===== src/rtl/nco_mixer_accum.sv =====
// nco_mixer_accum: multiplies ADC samples by an NCO sine and integrates acc_len products into one result.
// Optional macro MIXER_SAT_EN: saturating accumulator with sticky ovf; without it the sum wraps and ovf stays 0.
module nco_mixer_accum #(
    parameter int ADC_W = 14,
    parameter int NCO_W = 13,
    parameter int ACC_W = 44,
    parameter int LEN_W = 16
) (
    input  logic             clk,
    input  logic             reset_n,
    input  logic [ADC_W-1:0] adc_data,
    input  logic             adc_valid,
    input  logic [NCO_W-1:0] nco_sin,
    input  logic             nco_valid,
    input  logic [LEN_W-1:0] acc_len,
    input  logic             start,
    output logic             busy,
    output logic [ACC_W-1:0] res_data,
    output logic             res_valid,
    input  logic             res_ready,
    output logic             ovf
);
    localparam int PW = ADC_W + NCO_W;

    localparam logic [1:0] S_IDLE  = 2'd0;
    localparam logic [1:0] S_RUN   = 2'd1;
    localparam logic [1:0] S_FLUSH = 2'd2;
    localparam logic [1:0] S_HOLD  = 2'd3;

    logic [1:0]              state_r;
    logic [1:0]              state_nxt_s;
    logic [LEN_W-1:0]        len_r;
    logic [LEN_W-1:0]        cnt_r;
    logic signed [PW-1:0]    prod_r;
    logic signed [PW-1:0]    mult_s;
    logic                    prod_vld_r;
    logic signed [ACC_W-1:0] acc_r;
    logic signed [ACC_W-1:0] sum_s;
    logic [ACC_W-1:0]        res_data_r;
    logic                    sum_ovf_s;
    logic                    res_valid_r;
    logic                    busy_r;
    logic                    ovf_r;
    logic                    accept_s;
    logic                    last_s;
    logic                    launch_s;

`ifdef MIXER_SAT_EN
    localparam int SW = ((ACC_W > PW) ? ACC_W : PW) + 1;

    // Returns {overflow, sum}; the sum is clamped to the signed ACC_W range on overflow.
    function automatic logic [ACC_W:0] acc_add(input logic signed [ACC_W-1:0] a,
                                               input logic signed [PW-1:0] p);
        logic signed [SW-1:0] wide;
        logic [SW-ACC_W:0]    hi;
        logic                 hit;
        wide = SW'(a) + SW'(p);
        hi   = wide[SW-1:ACC_W-1];
        hit  = !((&hi) || !(|hi));
        if (!hit) begin
            acc_add = {1'b0, wide[ACC_W-1:0]};
        end else if (wide[SW-1]) begin
            acc_add = {1'b1, 1'b1, {(ACC_W-1){1'b0}}};
        end else begin
            acc_add = {1'b1, 1'b0, {(ACC_W-1){1'b1}}};
        end
    endfunction
`else
    // Returns {overflow, sum}; modulo-2^ACC_W sum, overflow never reported.
    function automatic logic [ACC_W:0] acc_add(input logic signed [ACC_W-1:0] a,
                                               input logic signed [PW-1:0] p);
        acc_add = {1'b0, a + ACC_W'(p)};
    endfunction
`endif

    // Datapath decode: multiplier, accumulator adder and pair acceptance.
    always_comb begin
        mult_s               = PW'($signed(adc_data)) * PW'($signed(nco_sin));
        {sum_ovf_s, sum_s}   = acc_add(acc_r, prod_r);
        accept_s             = (state_r == S_RUN) && adc_valid && nco_valid;
        last_s               = accept_s && (cnt_r == (len_r - LEN_W'(1)));
        launch_s             = (state_r == S_IDLE) && start && (acc_len != {LEN_W{1'b0}});
    end

    // Next-state logic.
    always_comb begin
        state_nxt_s = state_r;
        case (state_r)
            S_IDLE: begin
                if (launch_s) state_nxt_s = S_RUN;
                else          state_nxt_s = S_IDLE;
            end
            S_RUN: begin
                if (last_s) state_nxt_s = S_FLUSH;
                else        state_nxt_s = S_RUN;
            end
            S_FLUSH: state_nxt_s = S_HOLD;
            S_HOLD: begin
                if (res_ready) state_nxt_s = S_IDLE;
                else           state_nxt_s = S_HOLD;
            end
            default: state_nxt_s = S_IDLE;
        endcase
    end

    // State, product pipeline, accumulator and result registers.
    always_ff @(posedge clk) begin
        if (!reset_n) begin
            state_r     <= S_IDLE;
            busy_r      <= 1'b0;
            len_r       <= {LEN_W{1'b0}};
            cnt_r       <= {LEN_W{1'b0}};
            prod_r      <= {PW{1'b0}};
            prod_vld_r  <= 1'b0;
            acc_r       <= {ACC_W{1'b0}};
            ovf_r       <= 1'b0;
            res_data_r  <= {ACC_W{1'b0}};
            res_valid_r <= 1'b0;
        end else begin
            state_r <= state_nxt_s;
            busy_r  <= (state_nxt_s != S_IDLE);
            if (launch_s) begin
                len_r      <= acc_len;
                cnt_r      <= {LEN_W{1'b0}};
                acc_r      <= {ACC_W{1'b0}};
                ovf_r      <= 1'b0;
                prod_vld_r <= 1'b0;
            end else begin
                // The product of the last pair is folded in during FLUSH.
                if (((state_r == S_RUN) || (state_r == S_FLUSH)) && prod_vld_r) begin
                    acc_r <= sum_s;
                    ovf_r <= ovf_r | sum_ovf_s;
                end
                if (accept_s) begin
                    prod_r <= mult_s;
                    cnt_r  <= cnt_r + LEN_W'(1);
                end
                prod_vld_r <= accept_s;
            end
            if (state_r == S_FLUSH) begin
                res_data_r  <= sum_s;
                res_valid_r <= 1'b1;
            end else if ((state_r == S_HOLD) && res_ready) begin
                res_valid_r <= 1'b0;
            end
        end
    end

    assign busy      = busy_r;
    assign res_data  = res_data_r;
    assign res_valid = res_valid_r;
    assign ovf       = ovf_r;

endmodule

===== config.mk =====
export PLATFORM = sky130hd
export DESIGN_NAME = nco_mixer_accum
export DESIGN_NICKNAME = d
export VERILOG_FILES = /design/src/rtl/nco_mixer_accum.sv
export SDC_FILE = /design/constraint.sdc
export NUM_CORES = 1
export LEC_CHECK = 0
export ABC_AREA = 1
export CAP_MARGIN = 20
export CORE_MARGIN = 5
export CORE_UTILIZATION = 45
export CTS_CLUSTER_SIZE = 25
export DETAILED_ROUTE_END_ITERATION = 8
export HOLD_SLACK_MARGIN = 0.12
export PLACE_DENSITY = 0.61
export SYNTH_ARGS = -nofsm -noshare
export SYNTH_HDL_FRONTEND = slang
export SYNTH_SLANG_ARGS = --single-unit

===== constraint.sdc =====
create_clock -name clk -period 13.9 [get_ports clk]
set_clock_uncertainty 0.15 [all_clocks]
set_input_delay 2.78 -clock clk [delete_from_list [all_inputs] [get_ports clk]]
set_output_delay 2.78 -clock clk [all_outputs]
set_load 0.01 [all_outputs]

# Yosys cells after proc, flatten, opt, wreduce, memory -nomap -nowiden
# Index checks and enable logic that the tools add are counted.
# totals
register_bits,152
in_bits,49
out_inout_bits,47
word_cells,39
# op_classes
n_addsub,3
n_mul,1
eq_ne,4
n_mux,6
bitwise,2
reduce_logical,14
# ops
op,n
$add A44 B27 Y44,1
$mul A14 B13 Y27,1
$add A16 B1 Y16 const B,1
$eq A16 B16 Y1,1
$reduce_bool A16 Y1,1
$sub A16 B1 Y16 const B,1
$pmux W2 S4,1
$logic_and A1 B1 Y1,7
$eq A2 B2 Y1 const B,2
$mux W2,2
$reduce_bool A2 Y1,2
$mux W1,3
$eq A2 B1 Y1 const B,1
$logic_not A2 Y1,1
$not A1 Y1,2
$reduce_and A2 Y1,1
$reduce_or A2 Y1,1
$logic_or A1 B1 Y1,1

# Depth between registers and ports, before layout
# Gate-level depths: netlist of the first run.
# depth
ltp_word,7
ltp_mapped,26
mapped_depth_nobuf,25

# Worst setup path after synthesis of the first run
# No wires, ideal clock.
# synth_timing
path_type,input to register
from,in adc_data[13]
to,reg prod_r[26]
setup_ns,0.109
arrival_ns,7.809
required_ns,13.641
path_slack_ns,5.832
path_stages,22
path_buffers,1
cell_sequence,buf_1 > nand2_1 > fa_1 > fa_1 > inv_1 > fa_1 > inv_1 > fa_1 > fa_1 > inv_1 > ha_1 > ha_1 > inv_1 > nor3_1 > nand4_1 > or2_2 > nand3_1 > inv_1 > nand2_1 > nand3_1 > nand2_1 > inv_1
# synth_via
elab_chain_cells,1
# synth_lines
item,line,source
start: declaration,11,"input logic [ADC_W-1:0] adc_data,"
$mul A14 B13 Y27,78,mult_s = PW'($signed(adc_data)) * PW'($signed(nco_sin));
end signal: assignment,113,prod_r <= {PW{1'b0}};
end signal: assignment,135,prod_r <= mult_s;
end: declaration,34,logic signed [PW-1:0] prod_r;
# No other way between the ends.
# A chain may end at the register's enable or synchronous reset.

# Worst setup path in the final report of the first run
# layout_timing
from,in nco_sin[1]
to,reg prod_r[25]
# layout_via
elab_chain_cells,1
# layout_lines
item,line,source
start: declaration,13,"input logic [NCO_W-1:0] nco_sin,"
$mul A14 B13 Y27,78,
# No other way between the ends.

==> flow_summary.ini, run 1 <==
[clocking]
cts_resized = 0
cts-root-buf = clkbuf_16
cts_setup_buffers = 0
path_clk_slew_ns = 0.07
cts_buffers = 17
cts_tree = built
clk_latency_ns = 0.45
cts.hold.buffers_added = 0
clk_path_buf_depth = 2
numClockSinks = 152
cts_max_level = 4

[setup_path]
reg2reg_from = prod_r[0]
worstPathCellList = clkdlybuf4s50_1 -> nand2_1 -> fa_1 -> fa_1 -> inv_1 -> fa_1 -> inv_1 -> fa_1 -> fa_1 -> inv_1 -> ha_1 -> ha_1 -> inv_1 -> nor3_1 -> nor3b_1 -> nand3_1 -> nand4_1 -> nand3_1 -> o211ai_1 -> inv_1
reg2reg_to = res_data[32]
crit_family = adder cells
slowest_stage = clkdlybuf4s50_1
worstPathRequired_ns = 14.10
critPathLaunch = nco_sin[1]
worstSetupPathType = in2reg
end_kind = flip-flop
worst_setup_path_start_kind = primary input
rr_worst_depth = 15
crit_path_max_incr_delay_ns = 0.89
crit_buf_inv = 6
crit_fanout = 14
cp.arrival_ns = 9.10
rrSetupSlack_ns = 10.59

[final_layout]
drive_above_1_share_pct = 3.57
diodes = 0
fillers = 3758
final_nets = 2821
area_growth_pct = 11.8

[timing]
rsz0062_at_grt = no
fmaxAchievable_mhz = 112
slew_headroom_pct = 39.8
worst_pin_slew_ns = 0.901
final.setup.worst_slack_ns = 5.00
period_share_pct = 64.0
slew_violations = 0
fin_crit_ns = 8.90
final.setup.tns_ns = 0
finalHoldViolCount = 0
final-setup-viol-count = 0

[power]
power.density_mw_per_mm2 = 194
ir_drop_mv = 0.229
p_leak_uw = 0.00956

[synth]
yosysTopAreaCellShare_pct = 20.8
avgSynthCellArea_sq_um = 6.91
syn_inst = 2428
synth_top_cell_by_area = fa_1
synth_nets = 2770
ys.flop_type = dfxtp_1
synth_common_cells = 507 x inv_1, 503 x nand2_1, 292 x nor2_1
synth_seq_cells = 152
synth_edf_count = 0
synth_area_leaders = fa_1 21%, dfxtp_1 18%, inv_1 11%, nand2_1 11%, ha_1 8.9%
netlist_area_sq_mm = 0.0168
ys_seq_area_share_pct = 18.1
synthMostInstantiatedCell = inv_1
ys_warn_count = 0
synth_async_sr_flop_share_pct = 0
synthDistinctLibCells = 50

[global_route]
grt_pass1_wl_mm = 78.3
grt_pass1_vias = 15100
grt_usage_pct = 23.7
grt_overflow_total = 0
grt_max_degree = 79
antenna_found_initial = 1

[outcome]
status = completed

[detailed_routing]
first_pass_iters = 5
ant_nets = 0
first_iter_violations = 1064
vias_per_cell = 5.17
wl_per_cell_um = 16.1
drc = 0
num_vias = 15300
finalWirelength_mm = 47.7

[die]
initial_core_util_pct = 45.7
core_sq_mm = 0.0367
dieArea_sq_mm = 0.0412
ios = 96
die_w_um = 203
die_y_um = 203
std_cell_rows = 70

[placement]
gp_congestion = 0.946
dp_slack_ns = 4.67
io_buffer_count = 94
dp.final_hpwl_mm = 39.2

[hold_path]
hp-class = reg2reg
whs_path_depth = 2
hp-start = len_r[15]
holdPathEnd = len_r[15]

[flow_run]
maxCapViolCount = 0
cell usage in the layout, fill, tap and decap left out, drive strengths merged, types with 3 or more instances in the layout:
master,n
o21ai,132
a21boi,5
nor3b,3
clkdlybuf4s50,93
fa,174
nor4,9
or2,10
xor2,24
clkbuf,18
nor3,22
nand3,149
buf,7
inv,521
a21o,5
bufinv,5
nand4,34
a21oi,122
dfxtp,152
ha,119
nand2,505
xnor2,23
o21bai,10
nor2,301
nand3b,10
o211ai,26
kinds of logic after synthesis:
logic type | after synthesis | share of synthesized area, %
buffers and inverters | 583 | 13.1
other | 1 | 0.0224
DFF | 152 | 18.1
AOI/OAI and AO/OA | 306 | 10.2
xor gates and xnor gates | 47 | 2.45
and+or+nand+nor | 1046 | 26.4
adders and majority gates | 293 | 29.6
through the flow:
step / total power [uW] / hold WS [ns] / cells / instance area [sq um] / util (%)
finish: 3630 / 0.316 / 2960 / 18800 / 51.1
global route: 4080 / 0.342 / 2960 / 18800 / 51.1
CTS: 3640 / 0.317 / 2959 / 18700 / 51.0
detailed placement: 3080 / 0.307 / 2927 / 18100 / 49.2
global placement: 3110 / 0.302 / 2927 / 18100 / 49.2
floorplan: 2430 / 0.288 / 2428 / 16800 / -
state kept, by name (all words and copies together), names as in the netlist:
register / flops
acc_r: 44
res_data: 44
prod_r: 27
cnt_r: 16
len_r: 16
state_r: 2
busy: 1
prod_vld_r: 1
res_valid: 1
worst register-to-register path: stages (launching register included):
cell     delay [ns]
dfxtp_1        0.38
ha_1           0.32
inv_1          0.14
fa_1           0.46
inv_1          0.17
nand3_1        0.10
nand2_2        0.16
a21oi_4        0.10
o21ai_2        0.30
nand2_1        0.12
nand2_1        0.20
nand3_1        0.20
nand3_1        0.16
nand3_1        0.10
nand2_1        0.11
inv_1          0.04
routing by layer:
metal  up-vias  wire length [um]  track usage [%]
met2       401             21900             38.4
met4         0               801             4.84
met1      7241             22400             33.4
met3        56              2690             4.23
li1       7596                 -                -
met5         -                 0                0
cell type report:
type | instances | area (sq um) | area share, %
well taps | 468 | 586 | 3.12
inverters | 515 | 1930 | 10.3
multi-input cells | 1693 | 11500 | 61.5
repair buffers | 100 | 993 | 5.30
clock inverters | 14 | 235 | 1.25
flip-flops and latches | 152 | 3040 | 16.2
clock buffers | 18 | 429 | 2.29
how the worst max path moves through the flow:
stage,endpoint,slack (ns),cells past startpoint
after global routing,prod_r[25],4.65,20
after floorplan,prod_r[26],5.83,22
after global placement,prod_r[26],4.72,22
final,prod_r[25],5.00,20
after detailed placement,prod_r[26],4.67,22
after CTS,prod_r[25],5.09,20
power breakdown:
part | internal [uW] | leakage [uW] | switching (uW)
combinational | 967 | 0.00801 | 1680
sequential | 443 | 0.00123 | 7.74
clock | 325 | 0.000322 | 209
total | 1730 | 0.00956 | 1900
(Power assumes the default switching activity.)
==> run 2, diff against run 1 <==
==> constraint.sdc (replaced) <==
create_clock -name clk -period 8.3 [get_ports clk]
set_clock_uncertainty 0.15 [all_clocks]
set_input_delay 1.66 -clock clk [delete_from_list [all_inputs] [get_ports clk]]
set_output_delay 1.66 -clock clk [all_outputs]
set_load 0.01 [all_outputs]
==> run 2 against run 1 <==
  * Die area unchanged
  * Setup slack got worse by 4.3 ns
  * Final cell count increased by 0.68%
  * Global-route usage increased by 0.084 points
  * Via count increased by 0.16%
  * Count of clock-buffer cells in the layout unchanged
  * Register-to-register slack got worse by 5.6 ns
  * Combinational power increased by 67%
  * Wire length increased by 0.73%
  * Largest cell class unchanged
  * Highest routed layer unchanged
==> flow_summary.ini, run 2 (synthesis results as in run 1) <==
[outcome]
status = completed

[setup_path]
worstSetupPathType = in2reg
rr_worst_depth = 15
worst_setup_path_start_kind = primary input
end_kind = flip-flop
slowest_stage = fa_1
crit_buf_inv = 6
critical_path_depth = 20
worstPathRequired_ns = 8.50
critPathLaunch = adc_data[13]
crit_fanout = 7
crit_family = adder cells
reg2reg_to = res_data[32]
worstPathCellList = clkdlybuf4s50_1 -> nand2_1 -> fa_1 -> fa_1 -> inv_1 -> fa_1 -> inv_1 -> fa_1 -> fa_1 -> inv_1 -> ha_1 -> ha_1 -> inv_1 -> nor3_1 -> nor3b_1 -> nand3_1 -> nand4_1 -> nand3_1 -> o211ai_1 -> inv_1
crit_path_max_incr_delay_ns = 0.68
rrSetupSlack_ns = 4.98
crit_end = prod_r[25]
reg2reg_from = prod_r[0]
cp.arrival_ns = 7.79

[detailed_routing]
drc = 0
wl_per_cell_um = 16.1
first_iter_violations = 963
num_vias = 15300
finalWirelength_mm = 48.1
vias_per_cell = 5.14
ant_nets = 0
first_pass_iters = 5

[global_route]
grt_max_degree = 79
antenna_found_initial = 0
grt_usage_pct = 23.7
grt_pass1_vias = 15400
grt_pass1_wl_mm = 79.0
grt_overflow_total = 0

[final_layout]
area_growth_pct = 12.4
final_common_cell = inv_1
final_cell_area_sq_mm = 0.0189
final_nets = 2841
diodes = 0
drive_above_1_share_pct = 4.38
final_cell_mix = 507 x inv_1, 502 x nand2_1, 292 x nor2_1

[placement]
placed_area_sq_mm = 0.0182
io_buffer_count = 94
dp.final_hpwl_mm = 39.4
gp_congestion = 0.963

[die]
initial_core_util_pct = 45.7
dieArea_sq_mm = 0.0412
ios = 96
std_cell_rows = 70
die_w_um = 203
die_y_um = 203
core_sq_mm = 0.0367

[flow_run]
maxCapViolCount = 0

[timing]
worst_pin_slew_ns = 0.896
fin_crit_ns = 7.60
fmaxAchievable_mhz = 132
final.setup.tns_ns = 0
slew_violations = 0
slew_headroom_pct = 40.2
final-setup-viol-count = 0
rsz0062_at_grt = no
finalHoldViolCount = 0
period_share_pct = 91.5

[clocking]
cts_max_level = 4
numClockSinks = 152
cts_buffers = 17
cts-root-buf = clkbuf_16
clk_path_buf_depth = 2
cts.hold.buffers_added = 0
cts_resized = 0
clk_latency_ns = 0.45
path_clk_slew_ns = 0.07
cts_tree = built
cts_setup_buffers = 0

[hold_path]
hp-class = reg2reg

[power]
p_leak_uw = 0.00964
power.density_mw_per_mm2 = 319
ir_drop_mv = 0.348
## run 2: changes by cell type in the layout (fill, tap and decap cells not counted)
cell	change
clkinvlp_4	-1
clkbuf_8	+1
bufinv_16	-3
buf_4	+20
inv_6	+1
clkbuf_1	-1
clkinv_2	+1
inv_8	+2
## run 2: worst min path at each step
stage / from / to / slack [ns] / cells after the start
2_1_floorplan: len_r[15] / len_r[15] / 0.29 / 2
3_3_place_gp: acc_r[4] / acc_r[4] / 0.30 / 2
3_5_place_dp: len_r[15] / len_r[15] / 0.31 / 2
4_1_cts: len_r[15] / len_r[15] / 0.32 / 2
5_1_grt: len_r[15] / len_r[15] / 0.34 / 2
6_report: acc_r[2] / acc_r[2] / 0.32 / 2
## run 2: routing by layer
layer	GRT usage, %	part of all wire (%)	up-vias
met5	0	0	-
met1	32.7	46	7217
met2	39.6	46	410
met4	4.91	1.7	0
met3	4.02	6.2	62
li1	-	-	7629
## run 2: final cells by class
cell class,count,area [sq um]
well taps,468,586
clock buffers,18,439
flip-flops and latches,152,3040
inverters,515,1930
repair buffers,120,1140
multi-input cells,1693,11500
clock inverters,14,174
fillers,3796,17800
## run 2: through the flow
step / cells / power (uW) / worst slack [ns] / hold WS (ns) / utilization [%]
5_1_grt: 2980 / 6750 / 0.209 / 0.339 / 51.4
3_3_place_gp: 2947 / 5160 / 0.283 / 0.302 / 49.6
6_report: 2980 / 6010 / 0.702 / 0.322 / 51.4
2_1_floorplan: 2428 / 4070 / 1.35 / 0.288 / -
3_5_place_dp: 2947 / 5150 / 0.351 / 0.308 / 49.6
4_1_cts: 2979 / 6040 / 0.766 / 0.322 / 51.3
## run 2: worst reg2reg max path, delay by kind of cell, from the launching register on
kind            cells  cell delay, ns
flops               1            0.39
simple gates        8            1.15
compound gates      2            0.43
buf+inv             3            0.35
fa+ha+maj           2            0.76
## run 2: report_power, final
group          switching, uW  internal (uW)  total [uW]
clock                    370            466         836
sequential              13.0            742         755
combinational           2770           1650        4420
total                   3160           2850        6010
==> run 3, diff against run 2 <==
--- a/config.mk
+++ b/config.mk
@@ -13,6 +13,7 @@
 export DETAILED_ROUTE_END_ITERATION = 8
 export HOLD_SLACK_MARGIN = 0.12
 export PLACE_DENSITY = 0.61
+export SKIP_CTS_REPAIR_TIMING = 1
 export SYNTH_ARGS = -nofsm -noshare
 export SYNTH_HDL_FRONTEND = slang
 export SYNTH_SLANG_ARGS = --single-unit
==> results of run 3 <==
No change in the layout: final DEF, timing and power equal those of run 2.
==> variant (flow settings as in run 1) <==
The option `MIXER_SAT_EN` is turned on by a define.
--- a/src/rtl/nco_mixer_accum.sv
+++ b/src/rtl/nco_mixer_accum.sv
@@ -1,5 +1,7 @@
 // nco_mixer_accum: multiplies ADC samples by an NCO sine and integrates acc_len products into one result.
 // Optional macro MIXER_SAT_EN: saturating accumulator with sticky ovf; without it the sum wraps and ovf stays 0.
+`define MIXER_SAT_EN
+
 module nco_mixer_accum #(
     parameter int ADC_W = 14,
     parameter int NCO_W = 13,
Function: same outputs for any inputs over 4 cycles, from zero or initial values and one cycle with reset_n low; that may be too few to reach the edited logic, so the function may still have changed.
==> variant against run 1 <==
- synthesized area increased by 3.9%
- design area increased by 3.3%
- sequential share of layout area decreased by 0.41 points
- worst setup slack improved by 0.34 ns
- power decreased by 2.3%
- fmax increased by 4.0%
- sequential cell count increased by 1
- wire length increased by 5.2%
- largest cell class unchanged
==> variant: results (changes against run 1) <==
Power
  • Seq pwr: 0.459 mW (was 0.451 mW)
  • VDD IR max: 227 uV (was 229 uV)
  • Leakage power: 10.6 nW (was 9.56 nW)
  • Internal Power: 1.68 mW (was 1.73 mW)
  • Switch share: 52.6% (was 52.3%)

STA
  • Worst slew margin: 31.9% (was 39.8%)

Route
  • Detailed-route wire length: 50200 um (was 47700 um)
  • Met2 Wirelength: 23700 um (was 21900 um)
  • Drt via density: 5.02 (was 5.17)
  • WL met3: 2970 um (was 2690 um)
  • Metal1 wirelength: 22600 um (was 22400 um)
  • 1st-iter DRT viols: 1111 (was 1064)

GRT
  • GR met2 Demand/Resource: 41.2% (was 38.4%)
  • First-pass GRT wire length: 82100 um (was 78300 um)
  • GRT Total Usage: 24.3% (was 23.7%)
  • Initial antenna violation count: 0 (was 1)
  • GR Layer Usage met3: 4.47% (was 4.23%)
  • Met1 usage: 32.7% (was 33.4%)

Synth
  • Syn Nets: 2951 (was 2770)
  • Seq/Total Area, Yosys: 17.6% (was 18.1%)
  • Synthesized instance count: 2608 (was 2428)
  • Unique cell type count in the Yosys netlist: 40 (was 50)
  • Top post-synthesis cells by area: fa_1 20%, dfxtp_1 18%, nand2_1 15% (was fa_1 21%, dfxtp_1 18%, inv_1 11%)

Placed design
  • Post-Place Cells: 3146 (was 2927)
  • RD Place Congestion: 0.941 (was 0.946)

Status
  • Status: complete, no violations (unchanged)

Layout
  • Share of cells above drive strength 1: 3.19% (was 3.57%)

Critical path
  • Worst endpoint data arrival time: 8.74 ns (was 9.10 ns)
## variant: changes by cell type in the layout (fill, tap and decap cells not counted), moves of 6 or more
| cell | run 1 | this run |
|---|---|---|
| nand2_1 | 502 | 698 |
| o21ai_0 | 117 | 66 |
| nand3_1 | 146 | 173 |
| a21oi_1 | 118 | 97 |
| nor2_1 | 292 | 312 |
| xor2_1 | 24 | 41 |
| o211ai_1 | 24 | 10 |
| inv_1 | 507 | 518 |
| o21ai_1 | 11 | 0 |
| nand3_2 | 2 | 12 |
| a21o_1 | 5 | 13 |
| nand4_1 | 34 | 26 |
| o21bai_1 | 9 | 15 |
## variant: final cells by class
class	instances	area, um^2
timing repair buffer	101	1020
fill	4017	19100
sequential	153	3060
tap	518	648
multi-input combinational	1849	12100
inverter	527	1980
clock buffer	23	488
clock inverter	9	114
## variant: final timing paths
path / start / end / slack (ns) / cells past startpoint
setup / recovery: nco_sin[4] / prod_r[26] / 5.34 / 21
setup reg to reg: prod_r[26] / res_data[0] / 9.75 / 14
hold reg to reg: ovf / ovf / 0.34 / 2
hold / removal: ovf / ovf / 0.34 / 2
## variant: cell families after synthesis
kind of cell | share of synthesized area (%)
AO/OA/AOI/OAI | 6.98
adder cells (fa/ha/maj) | 28.6
flip-flops | 17.6
buffers and inverters | 13.4
AND/OR/NAND/NOR | 30.4
XOR/XNOR | 3.09
## variant: critical path: stages
cell and delay (ns):
clkdlybuf4s50_1 0.85, nand2_1 0.26, fa_1 0.59, inv_1 0.14
fa_1 0.62, inv_1 0.10, fa_1 0.48, inv_1 0.05
fa_1 0.47, inv_1 0.05, fa_1 0.47, inv_1 0.04
ha_1 0.27, ha_1 0.43, nand2_1 0.16, nor3_1 0.27
nand4_1 0.12, or2_2 0.30, nand3_1 0.10, xnor2_1 0.12
a21oi_1 0.08
